### config.mk
export PLATFORM = sky130hd
export DESIGN_NAME = xform_transpose_mac
export DESIGN_NICKNAME = d
export VERILOG_FILES = /design/src/rtl/xform_transpose_mac_pkg.sv /design/src/rtl/xform_transpose_mac_fxp_mac.sv /design/src/rtl/xform_transpose_mac.sv
export SDC_FILE = /design/constraint.sdc
export NUM_CORES = 2
export LEC_CHECK = 0
export CORE_MARGIN = 5
export CORE_UTILIZATION = 57
export DETAILED_ROUTE_END_ITERATION = 8
export GPL_TIMING_DRIVEN = 1
export PLACE_DENSITY = 0.8
export SLEW_MARGIN = 20
export SYNTH_ARGS = -nofsm -noshare
export SYNTH_HDL_FRONTEND = slang
export SYNTH_SLANG_ARGS = --single-unit
### constraint.sdc
create_clock -name clk -period 59.9 [get_ports clk]
set_clock_uncertainty 0.05 [all_clocks]
set_input_delay 11.98 -clock clk [delete_from_list [all_inputs] [get_ports clk]]
set_output_delay 11.98 -clock clk [all_outputs]
set_load 0.1 [all_outputs]
### src/rtl/xform_transpose_mac_pkg.sv
// Shared definitions for the transpose spatial-transform MAC.
//   - Fixed-point format constants (Q.DECIMAL_BITS, ONE = 1.0).
//   - FSM state encoding.
//   - Schedule ROM encodings: operand select (the 15 stored E/L entries),
//     vector/accumulator index (AX, AY, AZ, LX, LY, LZ) and the per-step record.
package xform_transpose_mac_pkg;

  localparam int FXP_DECIMAL_BITS = 16;
  localparam int FXP_ONE          = 1 << FXP_DECIMAL_BITS;

  // Products in one X^T * v evaluation (8 E^T*vA + 7 L^T*vL + 8 E^T*vL).
  localparam int N_STEPS = 23;
  localparam int N_OPND  = 15;
  localparam int N_VEC   = 6;

  typedef enum logic [1:0] {
    ST_IDLE,
    ST_MAC,
    ST_DONE
  } state_e;

  // Stored matrix entries, named E/L <row><col>. E[Z][X], L[Z][Y], L[Z][Z]
  // are structurally zero and have no storage.
  typedef enum logic [3:0] {
    OP_E_XX, OP_E_XY, OP_E_XZ,
    OP_E_YX, OP_E_YY, OP_E_YZ,
    OP_E_ZY, OP_E_ZZ,
    OP_L_XX, OP_L_XY, OP_L_XZ,
    OP_L_YX, OP_L_YY, OP_L_YZ,
    OP_L_ZX
  } opnd_e;

  // Spatial-vector component index, shared by input-vector select and
  // accumulator select.
  typedef enum logic [2:0] {
    IX_AX, IX_AY, IX_AZ,
    IX_LX, IX_LY, IX_LZ
  } idx_e;

  typedef struct packed {
    opnd_e op;    // matrix entry multiplied this step
    idx_e  vsel;  // vector component it multiplies
    idx_e  asel;  // accumulator receiving the product
  } sched_t;

endpackage

### src/rtl/xform_transpose_mac_fxp_mac.sv
// fxp_mac: single shared fixed-point multiplier feeding six accumulators.
//   Stage 1 (issue_i): registers (a_i * b_i) >>> DECIMAL_BITS truncated to
//                      WIDTH, together with the target accumulator index.
//   Stage 2:           adds the registered product into accumulator sel.
//   clear_i zeroes all accumulators and drops any in-flight product.
// Ports:
//   clk, rst_n     clock, async active-low reset
//   clear_i        zero accumulators
//   issue_i        launch a product of a_i * b_i into accumulator sel_i
//   a_i, b_i       signed WIDTH-bit operands
//   sel_i          accumulator index 0..5
//   acc_o          accumulators, index i at bits [i*WIDTH +: WIDTH]
module fxp_mac
  import xform_transpose_mac_pkg::*;
#(
  parameter int WIDTH        = 32,
  parameter int DECIMAL_BITS = FXP_DECIMAL_BITS
) (
  input  logic                   clk,
  input  logic                   rst_n,
  input  logic                   clear_i,
  input  logic                   issue_i,
  input  logic [WIDTH-1:0]       a_i,
  input  logic [WIDTH-1:0]       b_i,
  input  logic [2:0]             sel_i,
  output logic [N_VEC*WIDTH-1:0] acc_o
);

  logic signed [2*WIDTH-1:0] prod_full;
  logic [WIDTH-1:0] prod_d, prod_q;
  logic             pv_d, pv_q;
  logic [2:0]       sel_d, sel_q;
  logic [WIDTH-1:0] acc_d [N_VEC];
  logic [WIDTH-1:0] acc_q [N_VEC];
  logic             unused_prod_bits;

  // NOTE: every always_comb output gets a default assignment first so no path
  // leaves it unassigned; otherwise a latch is inferred.
  always_comb begin
    prod_full = $signed({{WIDTH{a_i[WIDTH-1]}}, a_i}) *
                $signed({{WIDTH{b_i[WIDTH-1]}}, b_i});
    // Taking bits [DECIMAL_BITS +: WIDTH] of the exact product is the
    // arithmetic shift right (floor toward -inf) followed by truncation.
    prod_d = issue_i ? prod_full[DECIMAL_BITS +: WIDTH] : prod_q;
    sel_d  = issue_i ? sel_i : sel_q;
    pv_d   = issue_i && !clear_i;

    acc_d = acc_q;
    if (clear_i) begin
      for (int i = 0; i < N_VEC; i++) acc_d[i] = '0;
    end else if (pv_q) begin
      for (int i = 0; i < N_VEC; i++) begin
        if (sel_q == 3'(i)) acc_d[i] = acc_q[i] + prod_q;  // wraps, no saturation
      end
    end
  end

  assign unused_prod_bits = ^{prod_full[2*WIDTH-1:DECIMAL_BITS+WIDTH],
                              prod_full[DECIMAL_BITS-1:0]};

  // NOTE: sequential state uses non-blocking assignments so every flop samples
  // the pre-edge values regardless of statement order.
  always_ff @(posedge clk or negedge rst_n) begin
    if (!rst_n) begin
      prod_q <= '0;
      pv_q   <= 1'b0;
      sel_q  <= '0;
      for (int i = 0; i < N_VEC; i++) acc_q[i] <= '0;
    end else begin
      prod_q <= prod_d;
      pv_q   <= pv_d;
      sel_q  <= sel_d;
      acc_q  <= acc_d;
    end
  end

  always_comb begin
    acc_o = '0;
    for (int i = 0; i < N_VEC; i++) acc_o[i*WIDTH +: WIDTH] = acc_q[i];
  end

endmodule

### src/rtl/xform_transpose_mac.sv
// xform_transpose_mac: computes X^T * v for one link's sparse spatial
// transform X = [E 0; L E] on a single shared MAC, 23 products in ROM order.
// Ports:
//   clk, rst_n                    clock, async active-low reset
//   in_valid / in_ready           operand handshake (ready only when idle)
//   xform_in_*                    15 stored E / L entries
//   vec_in_*                      input spatial vector
//   out_valid / out_ready         result handshake
//   vec_out_*                     result; holds the last result between ops
module xform_transpose_mac
  import xform_transpose_mac_pkg::*;
#(
  parameter int WIDTH        = 32,
  parameter int DECIMAL_BITS = FXP_DECIMAL_BITS
) (
  input  logic             clk,
  input  logic             rst_n,
  input  logic             in_valid,
  output logic             in_ready,
  input  logic [WIDTH-1:0] xform_in_AX_AX, xform_in_AX_AY, xform_in_AX_AZ,
  input  logic [WIDTH-1:0] xform_in_AY_AX, xform_in_AY_AY, xform_in_AY_AZ,
  input  logic [WIDTH-1:0] xform_in_AZ_AY, xform_in_AZ_AZ,
  input  logic [WIDTH-1:0] xform_in_LX_AX, xform_in_LX_AY, xform_in_LX_AZ,
  input  logic [WIDTH-1:0] xform_in_LY_AX, xform_in_LY_AY, xform_in_LY_AZ,
  input  logic [WIDTH-1:0] xform_in_LZ_AX,
  input  logic [WIDTH-1:0] vec_in_AX, vec_in_AY, vec_in_AZ,
  input  logic [WIDTH-1:0] vec_in_LX, vec_in_LY, vec_in_LZ,
  output logic             out_valid,
  input  logic             out_ready,
  output logic [WIDTH-1:0] vec_out_AX, vec_out_AY, vec_out_AZ,
  output logic [WIDTH-1:0] vec_out_LX, vec_out_LY, vec_out_LZ
);

  state_e                  state_d, state_q;
  logic [4:0]              step_d, step_q;
  logic [WIDTH-1:0]        opnd_d [N_OPND];
  logic [WIDTH-1:0]        opnd_q [N_OPND];
  logic [WIDTH-1:0]        vec_d  [N_VEC];
  logic [WIDTH-1:0]        vec_q  [N_VEC];
  logic [WIDTH-1:0]        held_d [N_VEC];
  logic [WIDTH-1:0]        held_q [N_VEC];
  logic [WIDTH-1:0]        result [N_VEC];
  logic                    accept, issue, handoff;
  sched_t                  sched;
  logic [N_VEC*WIDTH-1:0]  acc_flat;

  // ---- FSM: state register ----
  always_ff @(posedge clk or negedge rst_n) begin
    if (!rst_n) begin
      state_q <= ST_IDLE;
      step_q  <= '0;
    end else begin
      state_q <= state_d;
      step_q  <= step_d;
    end
  end

  // ---- FSM: next state ----
  // The multiplier output is registered, so the last product (step 22) lands
  // in its accumulator one cycle after issue; MAC therefore runs to step 23.
  always_comb begin
    state_d = state_q;
    step_d  = step_q;
    unique case (state_q)
      ST_IDLE: if (accept) begin
        state_d = ST_MAC;
        step_d  = '0;
      end
      ST_MAC: begin
        if (step_q == 5'(N_STEPS)) begin
          state_d = ST_DONE;
          step_d  = '0;
        end else begin
          step_d = step_q + 5'd1;
        end
      end
      ST_DONE: if (out_ready) state_d = ST_IDLE;
      default: state_d = ST_IDLE;
    endcase
  end

  // ---- FSM: outputs ----
  always_comb begin
    in_ready  = (state_q == ST_IDLE);
    out_valid = (state_q == ST_DONE);
    accept    = in_valid && in_ready;
    handoff   = out_valid && out_ready;
    issue     = (state_q == ST_MAC) && (step_q < 5'(N_STEPS));
  end

  // ---- Schedule ROM ----
  always_comb begin
    sched = '{OP_E_XX, IX_AX, IX_AX};
    unique case (step_q)
      5'd0:  sched = '{OP_E_XX, IX_AX, IX_AX};  // E^T * v_A -> A
      5'd1:  sched = '{OP_E_XY, IX_AX, IX_AY};
      5'd2:  sched = '{OP_E_XZ, IX_AX, IX_AZ};
      5'd3:  sched = '{OP_E_YX, IX_AY, IX_AX};
      5'd4:  sched = '{OP_E_YY, IX_AY, IX_AY};
      5'd5:  sched = '{OP_E_YZ, IX_AY, IX_AZ};
      5'd6:  sched = '{OP_E_ZY, IX_AZ, IX_AY};
      5'd7:  sched = '{OP_E_ZZ, IX_AZ, IX_AZ};
      5'd8:  sched = '{OP_L_XX, IX_LX, IX_AX};  // L^T * v_L -> A
      5'd9:  sched = '{OP_L_XY, IX_LX, IX_AY};
      5'd10: sched = '{OP_L_XZ, IX_LX, IX_AZ};
      5'd11: sched = '{OP_L_YX, IX_LY, IX_AX};
      5'd12: sched = '{OP_L_YY, IX_LY, IX_AY};
      5'd13: sched = '{OP_L_YZ, IX_LY, IX_AZ};
      5'd14: sched = '{OP_L_ZX, IX_LZ, IX_AX};
      5'd15: sched = '{OP_E_XX, IX_LX, IX_LX};  // E^T * v_L -> L
      5'd16: sched = '{OP_E_XY, IX_LX, IX_LY};
      5'd17: sched = '{OP_E_XZ, IX_LX, IX_LZ};
      5'd18: sched = '{OP_E_YX, IX_LY, IX_LX};
      5'd19: sched = '{OP_E_YY, IX_LY, IX_LY};
      5'd20: sched = '{OP_E_YZ, IX_LY, IX_LZ};
      5'd21: sched = '{OP_E_ZY, IX_LZ, IX_LY};
      5'd22: sched = '{OP_E_ZZ, IX_LZ, IX_LZ};
      default: ;
    endcase
  end

  // ---- Operand capture ----
  always_comb begin
    opnd_d = opnd_q;
    vec_d  = vec_q;
    if (accept) begin
      opnd_d[OP_E_XX] = xform_in_AX_AX;  opnd_d[OP_E_XY] = xform_in_AX_AY;
      opnd_d[OP_E_XZ] = xform_in_AX_AZ;  opnd_d[OP_E_YX] = xform_in_AY_AX;
      opnd_d[OP_E_YY] = xform_in_AY_AY;  opnd_d[OP_E_YZ] = xform_in_AY_AZ;
      opnd_d[OP_E_ZY] = xform_in_AZ_AY;  opnd_d[OP_E_ZZ] = xform_in_AZ_AZ;
      opnd_d[OP_L_XX] = xform_in_LX_AX;  opnd_d[OP_L_XY] = xform_in_LX_AY;
      opnd_d[OP_L_XZ] = xform_in_LX_AZ;  opnd_d[OP_L_YX] = xform_in_LY_AX;
      opnd_d[OP_L_YY] = xform_in_LY_AY;  opnd_d[OP_L_YZ] = xform_in_LY_AZ;
      opnd_d[OP_L_ZX] = xform_in_LZ_AX;
      vec_d[IX_AX] = vec_in_AX;  vec_d[IX_AY] = vec_in_AY;  vec_d[IX_AZ] = vec_in_AZ;
      vec_d[IX_LX] = vec_in_LX;  vec_d[IX_LY] = vec_in_LY;  vec_d[IX_LZ] = vec_in_LZ;
    end
  end

  // NOTE: operand registers carry no reset; they are written on every accept
  // before MAC reads them, so reset would only cost routing.
  always_ff @(posedge clk) begin
    opnd_q <= opnd_d;
    vec_q  <= vec_d;
  end

  fxp_mac #(
    .WIDTH        (WIDTH),
    .DECIMAL_BITS (DECIMAL_BITS)
  ) u_mac (
    .clk     (clk),
    .rst_n   (rst_n),
    .clear_i (accept),
    .issue_i (issue),
    .a_i     (opnd_q[sched.op]),
    .b_i     (vec_q[sched.vsel]),
    .sel_i   (sched.asel),
    .acc_o   (acc_flat)
  );

  // ---- Result presentation ----
  // During DONE the accumulators drive the outputs directly; the handoff
  // copies them into held_q so the value survives the next op's clear.
  always_comb begin
    held_d = held_q;
    for (int i = 0; i < N_VEC; i++) begin
      if (handoff) held_d[i] = acc_flat[i*WIDTH +: WIDTH];
      result[i] = out_valid ? acc_flat[i*WIDTH +: WIDTH] : held_q[i];
    end
  end

  always_ff @(posedge clk or negedge rst_n) begin
    if (!rst_n) begin
      for (int i = 0; i < N_VEC; i++) held_q[i] <= '0;
    end else begin
      held_q <= held_d;
    end
  end

  always_comb begin
    vec_out_AX = result[IX_AX];
    vec_out_AY = result[IX_AY];
    vec_out_AZ = result[IX_AZ];
    vec_out_LX = result[IX_LX];
    vec_out_LY = result[IX_LY];
    vec_out_LZ = result[IX_LZ];
  end

endmodule

## Yosys cells after proc, flatten, opt, wreduce, memory -nomap -nowiden

Index checks and enable logic that the tools add are counted.

- Flip-flop bits (word level): 1099
- Input bits: 676
- Output and inout port bits: 194
- Logic and storage cells: 135

- Add/subtract/negate cells: 7
- Multipliers: 1
- Order comparisons: 3
- Equal/unequal tests: 33
- Multiplexer cells: 28
- Bitwise gates (word level): 2
- Reductions and logical operators: 23

Operator list:

| kind | count |
|---|---|
| $mux 32 | 16 |
| $mux 192 | 2 |
| $pmux 10 s22 | 1 |
| $add 32x32->32 | 6 |
| $bmux 32 s4 | 1 |
| $bmux 32 s3 | 1 |
| $mul 32x32->48 | 1 |
| $eq 5x4->1 const B | 8 |
| $eq 5x5->1 const B | 8 |
| $eq 5x3->1 const B | 4 |
| $reduce_bool 2->1 | 8 |
| $reduce_and 2->1 | 7 |
| $eq 5x2->1 const B | 2 |
| $mux 5 | 2 |
| $pmux 5 s2 | 1 |
| $eq 3x2->1 const B | 2 |
| $eq 3x3->1 const B | 2 |
| $mux 2 | 3 |
| $pmux 2 s3 | 1 |
| $add 5x1->5 const B | 1 |
| $eq 5x1->1 const B | 1 |
| $ge 5x5->1 const B | 1 |
| $lt 5x5->1 const B | 1 |
| $not 4->5 | 1 |
| other kinds (12) | 16 |

## Longest topological paths before layout

- Depth in word-level cells: 7
- Gate-level depth with buffers: 48

## Modules after synthesis

Synthesis repeated with hierarchy kept, for this count alone.

- Cell total of the unflattened synthesis: 7227
- Area total of the unflattened synthesis: 82357.7 um2

Modules (own cells, without submodules):

| module | times used | cells an instance | area each (um2) | seq. area each (um2) |
|---|---|---|---|---|
| fxp_mac | 1 | 5186 | 46243.1 | 5705.5 |
| xform_transpose_mac | 1 | 2041 | 36114.6 | 25159.1 |

## Least setup slack after synthesis

Ideal clock, no wire load.

- Path kind: input -> register
- Start point: input in_valid
- End point: register opnd_q[0] (netlist bit) (enable)
- Library setup time: 1.299 ns
- Arrival time: 30.701 ns
- Setup slack: 27.850 ns
- Stages on the path: 4
- Path buffers: 2
- Cell sequence: nand2_1 inv_1 clkbuf_1 clkbuf_1

- Cells in the longest elaborated chain, start to end: 1

RTL lines:

| what | RTL line | source |
|---|---|---|
| start, declared | xform_transpose_mac.sv:18 | `input logic in_valid,` |
| $logic_and 1x1->1 | xform_transpose_mac.sv:86 | `accept = in_valid && in_ready;` |
| via accept | xform_transpose_mac.sv:43 | `logic accept, issue, handoff;` |
| end signal, assigned | xform_transpose_mac.sv:143 | `opnd_q <= opnd_d;` |
| end, declared | xform_transpose_mac.sv:37 | `logic [WIDTH-1:0] opnd_q [N_OPND];` |

The timed path passes the listed nets, and every way through them passes these cells.
A chain may end at the register's enable or synchronous reset.

## Final worst setup path

- Start point: input in_valid
- End point: register opnd_q[336] (netlist bit) (enable)

- Cells in the longest elaborated chain, start to end: 1

RTL lines:

| what | RTL line |
|---|---|
| $logic_and 1x1->1 | xform_transpose_mac.sv:86 |

Every way passes these cells.

==> results.yml <==
run_status:
  outcome: "complete, no violations"
yosys:
  synth.most_common_cell: "nand2_1"
  synth_flop_cell: "edfxtp_1"
  synth_common_cells: "nand2_1, inv_1, fa_1, edfxtp_1, nor2_1"
  ys_types: 87
  synth.area.top_cells: "edfxtp_1, fa_1, dfrtp_1"
  ys_warn_count: 0
  synthCells: 7149
  synth_nets: 9023
  synth.avg_cell_area_um2: 11.2
  synth-seq-area-share_pct: 38.4
  synth_edf_count: 672
  yosysTopAreaCell: "edfxtp_1"
  synthesis.area_um2: 80300
  synth-seq-cells: 1099
  synth_top_area_share_pct: 25.1
  async_flop_share_pct: 38.9
sta:
  max_freq_mhz: 55.1
  setup_tns_ns: 0
  finalSetupViolCount: 0
  period_share_pct: 30.3
  rsz0062_at_grt: "false"
  worst_slew_pin_slew_ns: 1.20
  finalHoldViolCount: 0
  post-route-min-period_ns: 18.15
  slew_headroom_pct: 20.3
  drv_slew: 0
clock_network:
  cts_buffer_depth: 3
  cts_setup_buffers: 0
  cts_made_buffers: 114
  numClockSinks: 1099
  ctsResizeCount: 0
  root_buffer: "clkbuf_16"
  hold_buffers: 0
  cts_tree: "done"
  clkTransAtPathRegs_ns: 0.06
  cts-htree-levels: 3
  worstSkewPairLatency_ns: 0.79
layout:
  areaGrowthSynthToFinish_pct: 18.8
  final_nets: 9803
  drive_gt1_share_pct: 11.1
routing:
  post_drt_wl_per_cell_um: 26.8
  vias_per_cell: 6.07
  drtAntennaViolNets: 0
  dr.pass1.iters: 6
  routed_wl_um: 266000
  dr_total_vias: 60300
  drt_iter0_markers: 5866
  drc: 0
critical_path:
  worstPathRequired_ns: 60.23
  crit_path_max_fanout: 160
  end_kind: "flop"
  path_class: "input pin to flop"
  worstPathArrival_ns: 18.48
  startpoint_type: "input pin"
floorplanning:
  dieWidth_um: 385
  dieArea_um2: 149000
  ioPinCount: 870
  start_util_pct: 57.5
  fp-row-count: 137
  coreArea_um2: 140000
  die_h_um: 385
flow_run:
  drv_cap: 0
place:
  hpwl_um: 197000
  io_buffers: 869
  gp_congestion: 0.991
grt:
  grt_max_degree: 161
  track_usage_pct: 35.7
  first_global_vias: 62500
  grt_pass1_wl_um: 390000
  overflow: 0
  antenna_found_initial: 54
hold_path:
  hold_path.class: "flop to flop"
## path summary, 6_finish.rpt
check,slack [ns],to,startpoint,cells after the start
max in group asynchronous,46.42,held_q[46],rst_n,3
min in group asynchronous,11.13,held_q[23],rst_n,1
max reg2reg,47.06,u_mac.prod_q[30],step_q[0],42
min,0.45,u_mac.prod_q[14],u_mac.prod_q[14],2
min reg2reg,0.45,u_mac.prod_q[14],u_mac.prod_q[14],2
max,41.75,opnd_q[336],in_valid,9
## cell type report
type | count | area, µm²
diodes | 43 | 108
clock buffers | 135 | 3010
clock inverters | 75 | 930
fillers | 9890 | 44300
inverters | 849 | 3190
multi-input cells | 4862 | 45200
flip-flops and latches | 1099 | 30900
well taps | 1876 | 2350
repair buffers | 1003 | 9750
## placed cells by master (no fill, tap or decap), types with 43 or more instances in the layout
cell type and instances:
mux2i_1 113, nor2b_1 50, diode_2 43, dfrtp_1 427, clkbuf_16 115, clkdlybuf4s50_1 868
nand3_1 71, nor2_1 565, o21a_1 52, o21ai_0 164, a21o_1 92, mux4_2 102
and2_1 52, nand2_1 952, nor3_1 51, edfxtp_1 672, mux2_2 404, inv_1 845
xor2_1 54, buf_4 130, fa_1 844, ha_1 354, a21oi_1 352, xnor2_1 156
## cells by family (layout without fill, tap and decap cells)
logic type                 count (synthesis)  in the layout  synth area share (%)
DFF                                     1099           1099                  38.4
adders and majority gates               1198           1198                  26.5
xor gates and xnor gates                 210            210                  2.29
other                                      0             43                     0
buffers and inverters                   1188           2062                  5.62
AOI/OAI and AO/OA                        908            908                  7.01
muxes                                    623            623                  9.98
and+or+nand+nor                         1923           1923                  10.1
## sequential cells by signal (all words and copies together) (netlist names)
| signal | count |
|---|---|
| held_q | 192 |
| state_q | 2 |
| u_mac.prod_q | 32 |
| u_mac.sel_q | 3 |
| u_mac.acc_o | 192 |
| opnd_q | 480 |
| vec_q | 192 |
| step_q | 5 |
| u_mac.pv_q | 1 |
## worst max-delay path: stages
cell and delay (ns):
clkdlybuf4s50_1 0.73, nand2_1 0.12, buf_4 0.28, inv_8 0.75
buf_4 0.75, buf_4 0.86, buf_4 0.94, buf_4 0.80
buf_4 0.84
## through the flow
step                cell area, µm²  setup WS, ns  util, %  std cells  hold slack (ns)
detailed placement           91300         41.13     65.4       9688            0.440
CTS                          95300         41.92     68.2       9898            0.453
global placement             91300         41.26     65.4       9688            0.415
floorplan                    80300         27.85        -       7149            0.396
global route                 95400         41.48     68.3       9929            0.464
finish                       95400         41.75     68.3       9942            0.448
## metal layers
metal | wire (µm) | track usage, % | part of all wire [%]
met1 | 91800 | 42.9 | 34
met2 | 122000 | 56.5 | 46
met3 | 30900 | 10.3 | 12
met4 | 21400 | 23.5 | 8.0
met5 | 207 | 0.198 | 0.078
Power is left out: the tool's default activity adds up to more than one toggle a clock period on the data nets, which glitch-free logic cannot reach.
